**config.mk**
```make
export PLATFORM = sky130hd
export DESIGN_NAME = ad7606_ctrl
export DESIGN_NICKNAME = d
export VERILOG_FILES = /design/src/rtl/ad7606_ctrl.sv
export SDC_FILE = /design/constraint.sdc
export NUM_CORES = 1
export LEC_CHECK = 0
export BUFFER_PORTS_ARGS = -buffer_cell sky130_fd_sc_hd__buf_4
export CAP_MARGIN = 15
export CORE_MARGIN = 8
export CORE_UTILIZATION = 61
export CTS_BUF_LIST = sky130_fd_sc_hd__clkbuf_8
export CTS_CLUSTER_DIAMETER = 120
export DETAILED_ROUTE_END_ITERATION = 12
export PLACE_DENSITY = 0.84
export SLEW_MARGIN = 5
export SYNTH_ARGS = -nofsm -noshare
export SYNTH_HDL_FRONTEND = slang
export SYNTH_SLANG_ARGS = --single-unit
```
**constraint.sdc**
```tcl
create_clock -name clk_i -period 4.1 [get_ports clk_i]
set_input_delay 0.615 -clock clk_i [delete_from_list [all_inputs] [get_ports clk_i]]
set_output_delay 0.615 -clock clk_i [all_outputs]
set_load 0.02 [all_outputs]
```
**src/rtl/ad7606_ctrl.sv**
```systemverilog
// AD7606-family parallel-bus controller: CONVST pulse, BUSY handshake with timeout,
// CS/RD burst read of NUM_CH words, and optional periodic triggering with overrun reporting.
module ad7606_ctrl #(
    parameter int NUM_CH         = 8,
    parameter int DATA_W         = 16,
    parameter int CONVST_LOW_CYC = 2,
    parameter int RD_LOW_CYC     = 2,
    parameter int RD_HIGH_CYC    = 2,
    parameter int BUSY_TIMEOUT   = 1024,
    parameter int PERIOD_W       = 16
) (
    input  logic                clk_i,
    input  logic                reset_i,
    input  logic                start_i,
    input  logic                cont_i,
    input  logic [PERIOD_W-1:0] period_i,
    input  logic                busy_i,
    input  logic [DATA_W-1:0]   db_i,
    output logic                convst_o,
    output logic                cs_o,
    output logic                rd_o,
    output logic [DATA_W-1:0]   sample_o,
    output logic [2:0]          ch_o,
    output logic                valid_o,
    output logic                frame_done_o,
    output logic                busy_o,
    output logic                timeout_o,
    output logic                overrun_o
);

    localparam int CNT_MAX_A = (CONVST_LOW_CYC > RD_LOW_CYC) ? CONVST_LOW_CYC : RD_LOW_CYC;
    localparam int CNT_MAX   = (CNT_MAX_A > RD_HIGH_CYC) ? CNT_MAX_A : RD_HIGH_CYC;
    localparam int CNT_W     = $clog2(CNT_MAX + 1);
    localparam int TO_W      = $clog2(BUSY_TIMEOUT + 1);

    localparam logic [CNT_W-1:0] CONV_LAST = CNT_W'(CONVST_LOW_CYC - 1);
    localparam logic [CNT_W-1:0] RDL_LAST  = CNT_W'(RD_LOW_CYC - 1);
    localparam logic [CNT_W-1:0] RDH_LAST  = CNT_W'(RD_HIGH_CYC - 1);
    localparam logic [TO_W-1:0]  TO_LAST   = TO_W'(BUSY_TIMEOUT - 1);
    localparam logic [2:0]       CH_LAST   = 3'(NUM_CH - 1);

    typedef enum logic [2:0] {
        IDLE,
        CONV,
        WAIT_HI,
        WAIT_LO,
        RD_L,
        RD_H,
        DONE
    } state_t;

    state_t              state;
    state_t              state_n;
    logic [CNT_W-1:0]    phase_cnt;
    logic [CNT_W-1:0]    phase_n;
    logic [TO_W-1:0]     to_cnt;
    logic [TO_W-1:0]     to_n;
    logic [2:0]          ch_cnt;
    logic [2:0]          ch_n;
    logic [PERIOD_W-1:0] period_cnt;
    logic                busy_meta;
    logic                busy_s;
    logic                trigger;
    logic                capture;
    logic                timeout_hit;
    logic                conv_start;
    logic                period_hit;
    logic                ovr_flag;

    // BUSY is asynchronous to clk_i; the FSM only ever looks at busy_s.
    always_ff @(posedge clk_i) begin
        if (reset_i) begin
            busy_meta <= 1'b0;
            busy_s    <= 1'b0;
        end else begin
            busy_meta <= busy_i;
            busy_s    <= busy_meta;
        end
    end

    assign trigger    = start_i || (cont_i && (period_cnt == '0));
    assign conv_start = (state == IDLE) && (state_n == CONV);
    assign period_hit = cont_i && (period_cnt == '0) && (state != IDLE);

    always_ff @(posedge clk_i) begin
        if (reset_i) begin
            state     <= IDLE;
            phase_cnt <= '0;
            to_cnt    <= '0;
            ch_cnt    <= '0;
        end else begin
            state     <= state_n;
            phase_cnt <= phase_n;
            to_cnt    <= to_n;
            ch_cnt    <= ch_n;
        end
    end

    always_comb begin
        state_n     = state;
        phase_n     = phase_cnt;
        to_n        = to_cnt;
        ch_n        = ch_cnt;
        capture     = 1'b0;
        timeout_hit = 1'b0;
        case (state)
            IDLE: begin
                if (trigger) begin
                    state_n = CONV;
                    phase_n = '0;
                end
            end
            CONV: begin
                if (phase_cnt == CONV_LAST) begin
                    state_n = WAIT_HI;
                    phase_n = '0;
                    to_n    = '0;
                end else begin
                    phase_n = phase_cnt + CNT_W'(1);
                end
            end
            // BUSY may not have risen yet (or the synchroniser has not caught it).
            WAIT_HI: begin
                if (busy_s) begin
                    state_n = WAIT_LO;
                    to_n    = '0;
                end else if (to_cnt == TO_LAST) begin
                    state_n     = IDLE;
                    timeout_hit = 1'b1;
                    to_n        = '0;
                end else begin
                    to_n = to_cnt + TO_W'(1);
                end
            end
            WAIT_LO: begin
                if (!busy_s) begin
                    state_n = RD_L;
                    phase_n = '0;
                    ch_n    = '0;
                    to_n    = '0;
                end else if (to_cnt == TO_LAST) begin
                    state_n     = IDLE;
                    timeout_hit = 1'b1;
                    to_n        = '0;
                end else begin
                    to_n = to_cnt + TO_W'(1);
                end
            end
            RD_L: begin
                if (phase_cnt == RDL_LAST) begin
                    capture = 1'b1;
                    state_n = RD_H;
                    phase_n = '0;
                end else begin
                    phase_n = phase_cnt + CNT_W'(1);
                end
            end
            RD_H: begin
                if (phase_cnt == RDH_LAST) begin
                    phase_n = '0;
                    if (ch_cnt == CH_LAST) begin
                        state_n = DONE;
                    end else begin
                        ch_n    = ch_cnt + 3'd1;
                        state_n = RD_L;
                    end
                end else begin
                    phase_n = phase_cnt + CNT_W'(1);
                end
            end
            DONE: begin
                state_n = IDLE;
            end
            default: begin
                state_n = IDLE;
            end
        endcase
    end

    // Period counter restarts at each conversion start; a 0 period behaves as 1.
    always_ff @(posedge clk_i) begin
        if (reset_i) begin
            period_cnt <= '0;
            ovr_flag   <= 1'b0;
        end else begin
            if (conv_start) begin
                period_cnt <= (period_i == '0) ? '0 : period_i - PERIOD_W'(1);
            end else if (period_cnt != '0) begin
                period_cnt <= period_cnt - PERIOD_W'(1);
            end
            if (conv_start) begin
                ovr_flag <= 1'b0;
            end else if (period_hit) begin
                ovr_flag <= 1'b1;
            end
        end
    end

    // Pin strobes are registered from the next state so they line up with the state
    // they belong to and never glitch. valid_o is a bare one-cycle strobe: there is no
    // ready, the consumer must accept sample_o/ch_o on every cycle valid_o is high.
    always_ff @(posedge clk_i) begin
        if (reset_i) begin
            convst_o     <= 1'b1;
            cs_o         <= 1'b1;
            rd_o         <= 1'b1;
            sample_o     <= '0;
            ch_o         <= '0;
            valid_o      <= 1'b0;
            frame_done_o <= 1'b0;
            busy_o       <= 1'b0;
            timeout_o    <= 1'b0;
            overrun_o    <= 1'b0;
        end else begin
            convst_o     <= (state_n != CONV);
            cs_o         <= !((state_n == RD_L) || (state_n == RD_H));
            rd_o         <= (state_n != RD_L);
            valid_o      <= capture;
            frame_done_o <= (state_n == DONE);
            busy_o       <= (state_n != IDLE);
            timeout_o    <= timeout_hit;
            overrun_o    <= period_hit && !ovr_flag;
            if (capture) begin
                sample_o <= db_i;
                ch_o     <= ch_cnt;
            end
        end
    end

endmodule

```
==> results by stage <==
Placement:
- The number of buffers inserted by port buffering is 63.
- The global placer's final weighted congestion is 0.905.
- The placed wire-length estimate after detailed placement is 5760 um.

Clock network:
- The H-tree was split into 3 levels.
- The number of cells upsized or downsized after cts is 0.
- The clock tree buffer depth is 2.
- The clock buffer count from CTS is 9.
- The total number of clock tree sinks is 65.
- The CTS tree is yes.
- The tree is rooted in a sky130_fd_sc_hd__clkbuf_8.
- The post-CTS setup-driven buffer insertion count is 0.
- After clock tree synthesis, the clock-pin slew on the worst setup and hold paths is 70 ps.
- The later-pin clock latency in the skew report is 340 ps.
- After clock tree synthesis, the flow added hold-fix buffers numbering 0.

Outcome:
- The run finished with clean final reports.

Floorplan:
- The height of the die is 89.0 um.
- The die covers 7930 um^2.
- The placement row count is 26.
- The die extent in x is 89.0 um.
- The initial utilization of the core area, before any placement, comes to 63.3%.
- The floorplan step defined a core boundary enclosing 5140 um^2.
- 64 I/O pins were placed.

Synthesis:
- The sequential-to-total area share from yosys stat is 40.0%.
- The most used flip-flop cell after synthesis is sky130_fd_sc_hd__dfxtp_1.
- In the synthesized netlist, the number of instances is 398.
- The count of synthesis-stage warnings from yosys is 0.
- The mapped cell area is 3250 um^2.
- The number of different library cells in the post-synthesis netlist is 57.
- The synthesized area per cell is 8.17 um^2.
- The number of enable flip-flop cells after synthesis is 0.
- The number of nets handed over by synthesis was 441.
- Synthesis inferred 65 register bits.
- The proportion of register bits with asynchronous set or reset after synthesis is 0%.

Route:
- After detailed routing, the number of remaining DRC violations is 0.
- Dividing the detail-routed via count by the number of cells gives 5.73.
- The routed design has 8000 um of wire.
- For this block, the via count after detailed routing is 3044.
- The first routing iteration left 119 violations.
- The detail route stage leaves a number of antenna-violating nets equal to 0.
- The routed length per placed instance is 15.1 um.
- The count of TritonRoute iterations in the first routing pass is 4.

GRT:
- Entering global routing, the biggest net connects 54 pins.
- The first global-routing pass estimated 13400 um of wire.
- The number of antenna violations at the first check in global routing is 0.
- The all-layer global routing usage is 21.3%.
- The via count of the first global-routing pass was 3028.
- Global routing finished with a remaining overflow of 0.

Hold path:
- The critical hold path startpoint is busy_meta.
- The class of the tightest hold or removal check is reg2reg.

Setup path:
- The critical path in this run is classified as reg2reg.
- The data arrival at the endpoint of the critical path is 2680 ps.
- STA classifies the critical path endpoint as a register.
- Data on the critical path is required at its endpoint by 4290 ps.
- The startpoint identified for the worst register-to-register timing path is to_cnt[0].
- The worst reg2reg path depth is 6.
- The maximum fanout count along the critical path is 9.
- The start point of the critical path is to_cnt[0].
- In this run the worst setup path terminates at to_cnt[9].
- The worst setup path is launched from a register.
- The worst flop-to-flop path endpoint is to_cnt[9].
- For flop-to-flop paths, the worst setup slack is 1610 ps.

STA:
- The fraction of the cycle the final worst path needs is 60.7%.
- The relative slew slack is 40.8%.
- The worst hold slack across all endpoints is 439 ps.
- The clock period could shrink to 2490 ps.
- For the pin with the worst max-slew slack, the measured transition is 880 ps.
- Setup repair after global routing left no endpoint under its margin.
- The setup TNS is 0 ps.
- The number of hold violations in the final report is 0.
- The total count of max-transition violations in the final report is 0.
- The maximum clock frequency is 402 MHz.
- Setup violations remaining at the end of the flow were counted as 0.
- The maximum clock skew at final layout is 8.40 ps.

Finish:
- The layout cell share with drive strength beyond 1 is 20.0%.
- The top cell types in the final layout, fill and taps aside, are sky130_fd_sc_hd__dfxtp_1 (65), sky130_fd_sc_hd__buf_4 (64), sky130_fd_sc_hd__nand2_1 (61).
- The number of antenna diodes is 0.
- The layout net count is 499.
- The library cell used most frequently in the layout, excluding fill and tap cells, is sky130_fd_sc_hd__dfxtp_1.
- The area added between synthesis and finish is 21.0%.

Power and ir drop:
- The cell leakage power is 1.49 nW.
- The worst-case IR drop observed on VDD is 0.000253 V.
- For this design the ratio of total power to cell area is 437 nW/um^2.

Run:
- Across the run, the number of max-cap violations was 0.
cell type report:
class / count / area (um^2)
Inverter: 9 / 33.8
Fill cell: 433 / 1200
Clock inverter: 7 / 63.8
Tap cell: 70 / 87.6
Sequential cell: 65 / 1300
Clock buffer: 9 / 124
Multi-Input combinational cell: 307 / 1850
Timing Repair Buffer: 64 / 480
synthesized netlist by cell type, types with 2 or more instances:
library cell | number | area share, %
sky130_fd_sc_hd__nand3_1 | 12 | 1.8
sky130_fd_sc_hd__nand2b_1 | 2 | 0.38
sky130_fd_sc_hd__xnor2_1 | 20 | 5.4
sky130_fd_sc_hd__o31ai_1 | 3 | 0.69
sky130_fd_sc_hd__nor3_1 | 19 | 2.9
sky130_fd_sc_hd__and3_1 | 3 | 0.58
sky130_fd_sc_hd__or3b_2 | 2 | 0.54
sky130_fd_sc_hd__xor2_1 | 3 | 0.81
sky130_fd_sc_hd__nor3b_1 | 2 | 0.46
sky130_fd_sc_hd__o22ai_1 | 7 | 1.3
sky130_fd_sc_hd__nor2_1 | 33 | 3.8
sky130_fd_sc_hd__nor2b_1 | 8 | 1.5
sky130_fd_sc_hd__clkbuf_1 | 14 | 1.6
sky130_fd_sc_hd__o311a_1 | 2 | 0.62
sky130_fd_sc_hd__nand2_1 | 61 | 7.0
sky130_fd_sc_hd__or2_2 | 2 | 0.38
sky130_fd_sc_hd__o21ai_0 | 10 | 1.5
sky130_fd_sc_hd__o2111ai_1 | 3 | 0.81
sky130_fd_sc_hd__a21o_1 | 2 | 0.46
sky130_fd_sc_hd__a211oi_1 | 3 | 0.69
sky130_fd_sc_hd__nor4_1 | 9 | 1.7
sky130_fd_sc_hd__or4_1 | 4 | 0.92
sky130_fd_sc_hd__mux2i_1 | 3 | 0.92
sky130_fd_sc_hd__a311oi_1 | 4 | 1.1
sky130_fd_sc_hd__inv_1 | 9 | 1.0
sky130_fd_sc_hd__ha_1 | 6 | 2.3
sky130_fd_sc_hd__nor4_2 | 2 | 0.77
sky130_fd_sc_hd__or3_1 | 12 | 2.3
sky130_fd_sc_hd__a211o_1 | 2 | 0.54
sky130_fd_sc_hd__nand3b_1 | 2 | 0.46
sky130_fd_sc_hd__a21oi_1 | 41 | 6.3
sky130_fd_sc_hd__or4_4 | 4 | 1.4
sky130_fd_sc_hd__dfxtp_1 | 65 | 40
critical path: stages (launching register included):
cell and delay (ps):
sky130_fd_sc_hd__dfxtp_1 360, sky130_fd_sc_hd__ha_1 200, sky130_fd_sc_hd__nand3_1 260, sky130_fd_sc_hd__nor4_1 810
sky130_fd_sc_hd__nor2_1 320, sky130_fd_sc_hd__a41oi_1 310, sky130_fd_sc_hd__a311oi_1 80
state kept, by name, summed over array words and instances (netlist names):
signal	cells
sample_o	16
phase_cnt	2
busy_s	1
ch_cnt	3
valid_o	1
frame_done_o	1
busy_meta	1
overrun_o	1
cs_o	1
convst_o	1
period_cnt	16
rd_o	1
ch_o	3
timeout_o	1
ovr_flag	1
to_cnt	11
busy_o	1
state	3
metrics by stage:
stage | std cells | setup slack (ps) | total power [mW] | utilization, % | area [um^2]
final | 531 | 1610 | 1.72 | 76.6 | 3940
after global routing | 531 | 1350 | 1.82 | 76.6 | 3940
after CTS | 530 | 1630 | 1.72 | 76.4 | 3930
after detailed placement | 514 | 1500 | 1.21 | 72.8 | 3740
after global placement | 514 | 1580 | 1.20 | 72.8 | 3740
after floorplan | 398 | 1800 | 1.09 | - | 3250
report_power, final:
group	total [mW]	internal, mW	switching (mW)
Combinational	0.459	0.211	0.249
Sequential	0.746	0.685	0.0614
Clock	0.514	0.275	0.239
layer usage:
layer | up-vias | global-route usage (%) | wire length [um]
met5 | - | 0 | 0
met4 | 0 | 9.82 | 167
met3 | 15 | 6.53 | 332
met2 | 67 | 37.2 | 4170
met1 | 1414 | 23.1 | 3330
li1 | 1548 | - | -
cells by family after synthesis:
| group | after synthesis | share of synthesized area, % |
|---|---|---|
| adders and majority gates | 7 | 2.62 |
| DFF | 65 | 40.0 |
| xor gates and xnor gates | 23 | 6.19 |
| buffers and inverters | 26 | 3.27 |
| AOI/OAI and AO/OA | 86 | 16.5 |
| and+or+nand+nor | 187 | 30.2 |
| muxes | 4 | 1.27 |
worst min-delay path by stage:
stage | end | slack (ps) | depth (start not counted)
6_report | busy_s | 440 | 1
3_3_place_gp | overrun_o | 410 | 1
3_5_place_dp | busy_s | 430 | 1
4_1_cts | overrun_o | 440 | 1
2_1_floorplan | overrun_o | 400 | 1
5_1_grt | busy_s | 460 | 1
Note: power is estimated with default switching activity, not from simulation.
